`src/rtl/arm7_pkg.sv`:
```
// arm7_pkg: shared width, PC register index and LDM writeback FSM states
package arm7_pkg;
  localparam int N = 32;
  localparam logic [3:0] REG_PC = 4'd15;
  typedef enum logic [1:0] {IDLE, LOAD, FINISH} state_t;
endpackage

```
`src/rtl/ldm_writeback_if.sv`:
```
// ldm_writeback_if: request, load-data and register-file write bundle for ldm_writeback
//   request : start, reg_list, base_reg, base_wb, new_base
//   load    : mem_valid, mem_data, mem_ready
//   writes  : wr_en/wr_addr/wr_data, wr_en2/wr_addr2/wr_data2, pc_write/pc_update
//   status  : busy, done
interface ldm_writeback_if #(parameter int N = arm7_pkg::N);
  logic start;
  logic [15:0] reg_list;
  logic [3:0] base_reg;
  logic base_wb;
  logic [N-1:0] new_base;
  logic mem_valid;
  logic [N-1:0] mem_data;
  logic mem_ready;
  logic wr_en;
  logic [3:0] wr_addr;
  logic [N-1:0] wr_data;
  logic wr_en2;
  logic [3:0] wr_addr2;
  logic [N-1:0] wr_data2;
  logic pc_write;
  logic [N-1:0] pc_update;
  logic busy;
  logic done;
  modport slave (
    input start, reg_list, base_reg, base_wb, new_base, mem_valid, mem_data,
    output mem_ready, wr_en, wr_addr, wr_data, wr_en2, wr_addr2, wr_data2, pc_write, pc_update, busy, done
  );
  modport master (
    output start, reg_list, base_reg, base_wb, new_base, mem_valid, mem_data,
    input mem_ready, wr_en, wr_addr, wr_data, wr_en2, wr_addr2, wr_data2, pc_write, pc_update, busy, done
  );
endinterface

```
`src/rtl/prio_enc16.sv`:
```
// prio_enc16: index of the lowest set bit of a 16-bit mask
//   mask : input mask
//   idx  : lowest set bit index (0 when mask is 0)
//   any  : mask is nonzero
module prio_enc16 (
  input  logic [15:0] mask,
  output logic [3:0]  idx,
  output logic        any
);
  always_comb begin
    idx = '0;
    for (int i = 15; i >= 0; i--) idx = mask[i] ? 4'(i) : idx;
  end
  assign any = |mask;
endmodule

```
`src/rtl/ldm_writeback.sv`:
```
// ldm_writeback: sequences load-multiple data into the register file in ascending order
//   clk, rst : clock, synchronous active-high reset
//   b        : ldm_writeback_if.slave (request, load handshake, two write ports, PC update, status)
//   LDM_WB_PC_ALIGN_EN : when defined, pc_update has bits [1:0] cleared
module ldm_writeback #(parameter int N = arm7_pkg::N) (
  input logic clk,
  input logic rst,
  ldm_writeback_if.slave b
);
  import arm7_pkg::*;
  state_t state;
  logic [15:0] mask, mask_nx;
  logic [3:0] base_r, idx;
  logic [N-1:0] base_val;
  logic wb_pend, any, load, xfer, to_pc;
  prio_enc16 u_enc (.mask(mask), .idx(idx), .any(any));
  // Outputs are gated by rst so a reset cycle itself performs no writes.
  assign load = state == LOAD && !rst;
  assign xfer = load && b.mem_valid && any;
  assign to_pc = idx == REG_PC;
  assign mask_nx = mask & ~(16'd1 << idx);
  always_ff @(posedge clk) begin
    if (rst) begin
      state <= IDLE;
      mask <= '0;
      base_r <= '0;
      base_val <= '0;
      wb_pend <= 1'b0;
    end else begin
      case (state)
        IDLE: if (b.start) begin
          mask <= b.reg_list;
          base_r <= b.base_reg;
          base_val <= b.new_base;
          // base writeback only if the base is not overwritten by a loaded word
          wb_pend <= b.base_wb && !b.reg_list[b.base_reg];
          state <= |b.reg_list ? LOAD : FINISH;
        end
        LOAD: if (xfer) begin
          mask <= mask_nx;
          wb_pend <= 1'b0;
          state <= |mask_nx ? LOAD : FINISH;
        end
        default: state <= IDLE;
      endcase
    end
  end
  assign b.mem_ready = load;
  assign b.wr_en = xfer && !to_pc;
  assign b.wr_addr = b.wr_en ? idx : '0;
  assign b.wr_data = b.wr_en ? b.mem_data : '0;
  assign b.wr_en2 = xfer && wb_pend;
  assign b.wr_addr2 = b.wr_en2 ? base_r : '0;
  assign b.wr_data2 = b.wr_en2 ? base_val : '0;
  assign b.pc_write = xfer && to_pc;
`ifdef LDM_WB_PC_ALIGN_EN
  assign b.pc_update = b.pc_write ? {b.mem_data[N-1:2], 2'b00} : '0;
`else
  assign b.pc_update = b.pc_write ? b.mem_data : '0;
`endif
  assign b.busy = state != IDLE && !rst;
  assign b.done = state == FINISH && !rst;
endmodule

```
`src/flat_wrapper.sv`:
```
// flat-port wrapper written by rule: the top's interface ports become plain ports
module ldm_writeback_flat import arm7_pkg::*;
#(parameter int N = arm7_pkg::N)
  (clk, rst, b_start, b_reg_list, b_base_reg, b_base_wb, b_new_base, b_mem_valid, b_mem_data, b_mem_ready, b_wr_en, b_wr_addr, b_wr_data, b_wr_en2, b_wr_addr2, b_wr_data2, b_pc_write, b_pc_update, b_busy, b_done);
  ldm_writeback_if #(.N(N)) b_i ();
  input logic clk;
  input logic rst;
  input wire logic [$bits(b_i.start)-1:0] b_start;
  input wire logic [$bits(b_i.reg_list)-1:0] b_reg_list;
  input wire logic [$bits(b_i.base_reg)-1:0] b_base_reg;
  input wire logic [$bits(b_i.base_wb)-1:0] b_base_wb;
  input wire logic [$bits(b_i.new_base)-1:0] b_new_base;
  input wire logic [$bits(b_i.mem_valid)-1:0] b_mem_valid;
  input wire logic [$bits(b_i.mem_data)-1:0] b_mem_data;
  output wire logic [$bits(b_i.mem_ready)-1:0] b_mem_ready;
  output wire logic [$bits(b_i.wr_en)-1:0] b_wr_en;
  output wire logic [$bits(b_i.wr_addr)-1:0] b_wr_addr;
  output wire logic [$bits(b_i.wr_data)-1:0] b_wr_data;
  output wire logic [$bits(b_i.wr_en2)-1:0] b_wr_en2;
  output wire logic [$bits(b_i.wr_addr2)-1:0] b_wr_addr2;
  output wire logic [$bits(b_i.wr_data2)-1:0] b_wr_data2;
  output wire logic [$bits(b_i.pc_write)-1:0] b_pc_write;
  output wire logic [$bits(b_i.pc_update)-1:0] b_pc_update;
  output wire logic [$bits(b_i.busy)-1:0] b_busy;
  output wire logic [$bits(b_i.done)-1:0] b_done;
  assign b_i.start = b_start;
  assign b_i.reg_list = b_reg_list;
  assign b_i.base_reg = b_base_reg;
  assign b_i.base_wb = b_base_wb;
  assign b_i.new_base = b_new_base;
  assign b_i.mem_valid = b_mem_valid;
  assign b_i.mem_data = b_mem_data;
  assign b_mem_ready = b_i.mem_ready;
  assign b_wr_en = b_i.wr_en;
  assign b_wr_addr = b_i.wr_addr;
  assign b_wr_data = b_i.wr_data;
  assign b_wr_en2 = b_i.wr_en2;
  assign b_wr_addr2 = b_i.wr_addr2;
  assign b_wr_data2 = b_i.wr_data2;
  assign b_pc_write = b_i.pc_write;
  assign b_pc_update = b_i.pc_update;
  assign b_busy = b_i.busy;
  assign b_done = b_i.done;
  ldm_writeback #(.N(N)) u_core (.clk(clk), .rst(rst), .b(b_i));
endmodule
```
`config.mk`:
```
export PLATFORM = sky130hd
export DESIGN_NAME = ldm_writeback_flat
export DESIGN_NICKNAME = d
export VERILOG_FILES = /design/src/rtl/arm7_pkg.sv /design/src/rtl/ldm_writeback_if.sv /design/src/rtl/prio_enc16.sv /design/src/rtl/ldm_writeback.sv /design/src/flat_wrapper.sv
export SDC_FILE = /design/constraint.sdc
export NUM_CORES = 1
export LEC_CHECK = 0
export CORE_MARGIN = 1.5
export CORE_UTILIZATION = 50
export CTS_CLUSTER_SIZE = 16
export DETAILED_ROUTE_END_ITERATION = 10
export DONT_BUFFER_PORTS = 1
export MAX_ROUTING_LAYER = met4
export PLACE_DENSITY_LB_ADDON = 0.25
export REMOVE_ABC_BUFFERS = 1
export SLEW_MARGIN = 15
export SYNTH_ARGS = -nofsm -noshare
export SYNTH_HDL_FRONTEND = slang
export SYNTH_SLANG_ARGS = --single-unit
```
`constraint.sdc`:
```
create_clock -name clk -period 3.8 [get_ports clk]
set_clock_uncertainty 0.1 [all_clocks]
set_input_delay 0 -clock clk [delete_from_list [all_inputs] [get_ports clk]]
set_output_delay 0 -clock clk [all_outputs]
set_load 0.1 [all_outputs]
```
==> impl_metrics.toml, run 1 <==
[logic_synthesis]
synth_edf_count = 0
synth_cell_types = 49
yosysTopAreaCell = "dfxtp_1"
ys_async_sr_fraction_pct = 0
synth.avg_cell_area_um2 = 7.197
syn-instance-count = 488
ys_top_cells_by_count = "92 x nand2_1, 71 x and2_1, 60 x a21oi_1"
synth_most_common_cell = "nand2_1"
yosysWarningCount = 0
syn_area_mm2 = 0.003512
synth_area_leaders = "dfxtp_1 31%, and2_1 13%, nand2_1 9.8%"
netlist.area_leader.share_pct = 31.35
ys_dominant_reg_cell = "dfxtp_1"
synth_sequential_area_ratio_pct = 31.35
ys_ff_latch = 55

[pwr]
leakage_uw = 0.002406
vdd_ir_drop_max_uv = 241.7
p_per_area_mw_per_mm2 = 318.9
p_total_uw = 1711

[drt]
via_per_inst = 5.913
drt-initial-drc-count = 408
first_pass_iters = 6
routedWlPerCell_um = 19.26
dr_total_vias = 4370
routed_wl_um = 14230
ant_nets = 0
drc = 0

[clock_network]
cts_root_buf = "clkbuf_8"
clk_latency_ns = 0.31
clockBufferDepth = 2
cts_tree = "built"
clock-sinks = 55
h-tree-depth = 2
cts_buffers = 5
cts.clk_slew.worst_paths_ns = 0.11
cts_resized = 0

[final_layout]
multi_input_area_mm2 = 0.002258
layout-drive-gt1-share_pct = 17.76
n_fill_cell = 448
fin_area_mm2 = 0.005365
area_growth_pct = 52.76
regArea_mm2 = 0.001101
nNetsFinal = 730
fin_cells = 739

[grt]
grt_pass1_wl_um = 20800
grt_use_total_pct = 36.82
overflow = 0
grt_max_degree = 57
grt_pass1_vias = 3994
grt_antenna_before_repair = 1

[timing]
slew_viol_final = 0
min_period_ns = 3.371
fin_hold_ws_ns = 0.08475
rsz0062_at_grt = "false"
setup_viol = 0
final.setup.tns_ns = 0
timing.final.crit_share_pct = 88.70
max-slew-margin-rel_pct = 26.39
hold_violations = 0
tightest_slew_ns = 1.102
max_freq_mhz = 296.7

[placed_design]
dp_cells = 622
dpl_cell_area_mm2 = 0.004156
gp_congestion = 1.074
place_hpwl_um = 8292
portBuffers = 0

[floorplanning]
die_area_mm2 = 0.007536
die_width_um = 86.81
io-pin-count = 199
rows = 30
die_h_um = 86.81
core_mm2 = 0.006794
initial_core_util_pct = 51.69

[setup_path]
crit_fanout = 33
crit_required_ns = 3.96
arrival_ns = 3.53
start_kind = "flop"
end_kind = "flop"
path_class = "flop to flop"

[min_path]
hold_class = "primary input to primary output"

[status]
status = "completed"

[job]
drv_cap = 0
-- sequential cells by signal, indices dropped and copies added, names as in the netlist --
| name | cells |
|---|---|
| u_core.wb_pend | 1 |
| u_core.state | 2 |
| u_core.base_val | 32 |
| u_core.base_r | 4 |
| u_core.mask | 16 |
-- where the power goes --
group | total (uW) | switching [uW] | internal (uW) | leakage, uW
sequential | 666 | 47.1 | 619 | 0.000451
combinational | 642 | 405 | 237 | 0.00190
clock | 403 | 204 | 199 | 0.0000548
-- critical path: stages, from the launching register on --
cell,delay [ns]
dfxtp_1,0.38
nor4_1,0.72
nand4_1,0.29
and2_1,0.51
nor2_1,0.20
buf_4,0.21
o21ai_0,0.13
a21oi_1,0.18
dlygate4sd3_1,0.57
-- through the flow --
step | setup WS, ns | util, %
after floorplan | -0.5030 | -
after global placement | 1.025 | 61.18
after detailed placement | 0.9235 | 61.18
after CTS | 0.5482 | 78.93
after global routing | 0.2394 | 78.97
final | 0.4293 | 78.97
-- routing by layer --
layer | global-route usage, % | up-vias | wire (um)
met3 | 8.667 | 44 | 1387
met4 | 9.971 | 0 | 346
li1 | - | 1991 | -
met5 | - | - | 0
met1 | 43.72 | 2026 | 5431
met2 | 62.37 | 309 | 7067
-- cells by family (layout without fill, tap and decap cells) --
family	count (synthesis)	count (layout)	share of synthesized area, %
simple gates	261	261	39.40
compound gates	118	118	20.27
flops	55	55	31.35
buf+inv	48	202	5.486
mux	5	5	3.206
fa+ha+maj	1	1	0.2850
other cells	0	1	0
-- cell type report --
type / count / area share, %
sequential: 55 / 20.52
tap: 96 / 2.239
multi-input combinational: 385 / 42.09
inverter: 7 / 0.4897
clock buffer: 5 / 1.283
clock inverter: 3 / 0.8629
timing repair buffer: 187 / 32.46
antenna: 1 / 0.04664
-- cell usage in the layout, fill, tap and decap left out, drive strengths merged, types with 2 or more instances in the layout --
cell         instances
dlygate4sd3        107
nand2               92
buf                 79
and2                71
a21oi               61
dfxtp               55
and3                35
o21ai               23
nor2                22
nor4                12
a31oi                9
inv                  8
nor3                 6
clkbuf               6
mux4                 5
nand3                5
o21a                 4
nand2b               3
nand4                3
nor2b                3
o31a                 3
or4                  3
o31ai                2
or2                  2
o22ai                2
or3                  2
a21o                 2
a211oi               2
-- worst paths after layout --
path                   start              end  slack [ns]  cells past startpoint
max          u_core.mask[13]   u_core.mask[7]        0.43                      8
min                      rst      b_mem_ready        0.08                      1
max reg2reg  u_core.mask[13]   u_core.mask[7]        0.43                      8
min reg2reg  u_core.state[1]  u_core.state[1]        0.65                      2
-- timing repair --
| action | in CTS | in global routing |
|---|---|---|
| endpoints found under the hold margin | 55 | 0 |
| buffers inserted | 0 | 0 |
| hold buffers | 108 | 0 |
(Power assumes the default switching activity.)
==> run 2, diff against run 1 <==
Settings changed: CELL_PAD_IN_SITES_DETAIL_PLACEMENT set to 0, CELL_PAD_IN_SITES_GLOBAL_PLACEMENT set to 1, CORE_UTILIZATION 50 to 46, MAX_ROUTING_LAYER met4 to not set.
==> impl_metrics.toml, run 2 (synthesis results as in run 1) <==
[grt]
overflow = 0
grt_use_total_pct = 34.49
grt_pass1_wl_um = 22630
grt_max_degree = 57
grt_antenna_before_repair = 1
grt_pass1_vias = 4242

[clock_network]
clk_latency_ns = 0.32
cts.clk_slew.worst_paths_ns = 0.09
cts_tree = "built"
cts_buffers = 5
h-tree-depth = 2
clock-sinks = 55
cts_root_buf = "clkbuf_8"
clockBufferDepth = 2

[drt]
ant_nets = 0
first_pass_iters = 5
via_per_inst = 5.687
routedWlPerCell_um = 18.24
routed_wl_um = 14080
dr_total_vias = 4390
drc = 0
drt-initial-drc-count = 335

[status]
status = "completed"

[floorplanning]
core_mm2 = 0.007331
rows = 31
die_area_mm2 = 0.008169
die_h_um = 90.38
initial_core_util_pct = 47.91
die_width_um = 90.38
io-pin-count = 199

[setup_path]
cp_cell_sequence = "nor4_1 > nand4_1 > and2_1 > nor2_1 > buf_4 > o21ai_0 > a21oi_1 > dlygate4sd3_1"
path_class = "flop to flop"
critPathSlowestCell = "nor4_1"
start_kind = "flop"
crit_required_ns = 3.95
end_kind = "flop"
critPathMaxStageDelay_ns = 0.76
arrival_ns = 3.56
crit_fanout = 33

[placed_design]
gp_congestion = 0.9413
place_hpwl_um = 8544
post-place-ws_ns = 0.8393
portBuffers = 0

[pwr]
leakage_uw = 0.002571
vdd_ir_drop_max_uv = 211.1
p_per_area_mw_per_mm2 = 303.1

[final_layout]
area_growth_pct = 59.24
largest_reg_flops = 32
layout-drive-gt1-share_pct = 21.43
final_util_pct = 76.29
reg_top3 = "u_core.base_val x32, u_core.mask x16, u_core.base_r x4"
final_cell_mix = "107 x dlygate4sd3_1, 107 x buf_4, 92 x nand2_1"
nNetsFinal = 761
largest-register = "u_core.base_val"

[job]
drv_cap = 0

[timing]
tightest_slew_ns = 1.094
setup_viol = 0
min_period_ns = 3.411
hold_violations = 0
slew_viol_final = 0
max-slew-margin-rel_pct = 26.87
timing.final.crit_share_pct = 89.75
rsz0062_at_grt = "false"
postLayoutSetupSlackWorst_ns = 0.3894
max_freq_mhz = 293.2

[min_path]
hold_class = "primary input to primary output"
==> run 2: cell types whose count changed in the layout (fill, tap and decap cells not counted), sizes merged <==
cell,change
buf,+31
inv,-1
==> run 2: layout make-up <==
class	count	area, um2
inverter	7	26.28
clock inverter	2	37.54
sequential	55	1101
multi-input combinational	385	2258
fill	499	1738
tap	99	123.9
antenna	1	2.502
clock buffer	5	68.82
timing repair buffer	218	1974
==> run 2: timing repair <==
item | in CTS | in global routing
setup buffers | 0 | 0
endpoints found under the hold margin | 55 | 0
gates resized for setup | 0 | 0
hold buffers | 108 | 0
==> run 2: power breakdown <==
part | internal, uW | leakage (uW) | switching [uW]
sequential | 619 | 0.000451 | 44.8
combinational | 238 | 0.00207 | 402
clock | 193 | 0.0000502 | 199
total | 1050 | 0.00257 | 645
==> run 2: stage by stage <==
stage	hold slack, ns	power, uW	area, um2	instances	setup TNS (ns)
after floorplan	-0.03093	1049	3346	447	-14.71
final	0.07902	1695	5593	772	0
after detailed placement	-0.02467	1173	4393	656	0
after CTS	0.06024	1672	5590	771	0
after global placement	-0.02602	1174	4393	656	0
after global routing	0.07899	1766	5590	771	0
==> run 2: worst max-delay path: cells and delay by family, from the launching register on <==
kind,cells,cell delay (ns)
simple gates,4,1.80
buf+inv,2,0.79
flops,1,0.37
compound gates,2,0.29
==> run 2: path summary, 6_finish.rpt <==
check	from	end	slack, ns	cells after the start
min reg2reg	u_core.state[1]	u_core.state[1]	0.63	2
max reg2reg	u_core.mask[13]	u_core.mask[9]	0.39	8
min	rst	b_mem_ready	0.08	1
max	u_core.mask[13]	u_core.mask[9]	0.39	8
==> run 2: per-layer routing <==
layer | share of wire, % | GRT usage [%]
met1 | 40 | 43.16
met2 | 48 | 57.32
met3 | 8.1 | 7.407
met4 | 3.7 | 14.42
met5 | 0 | 0
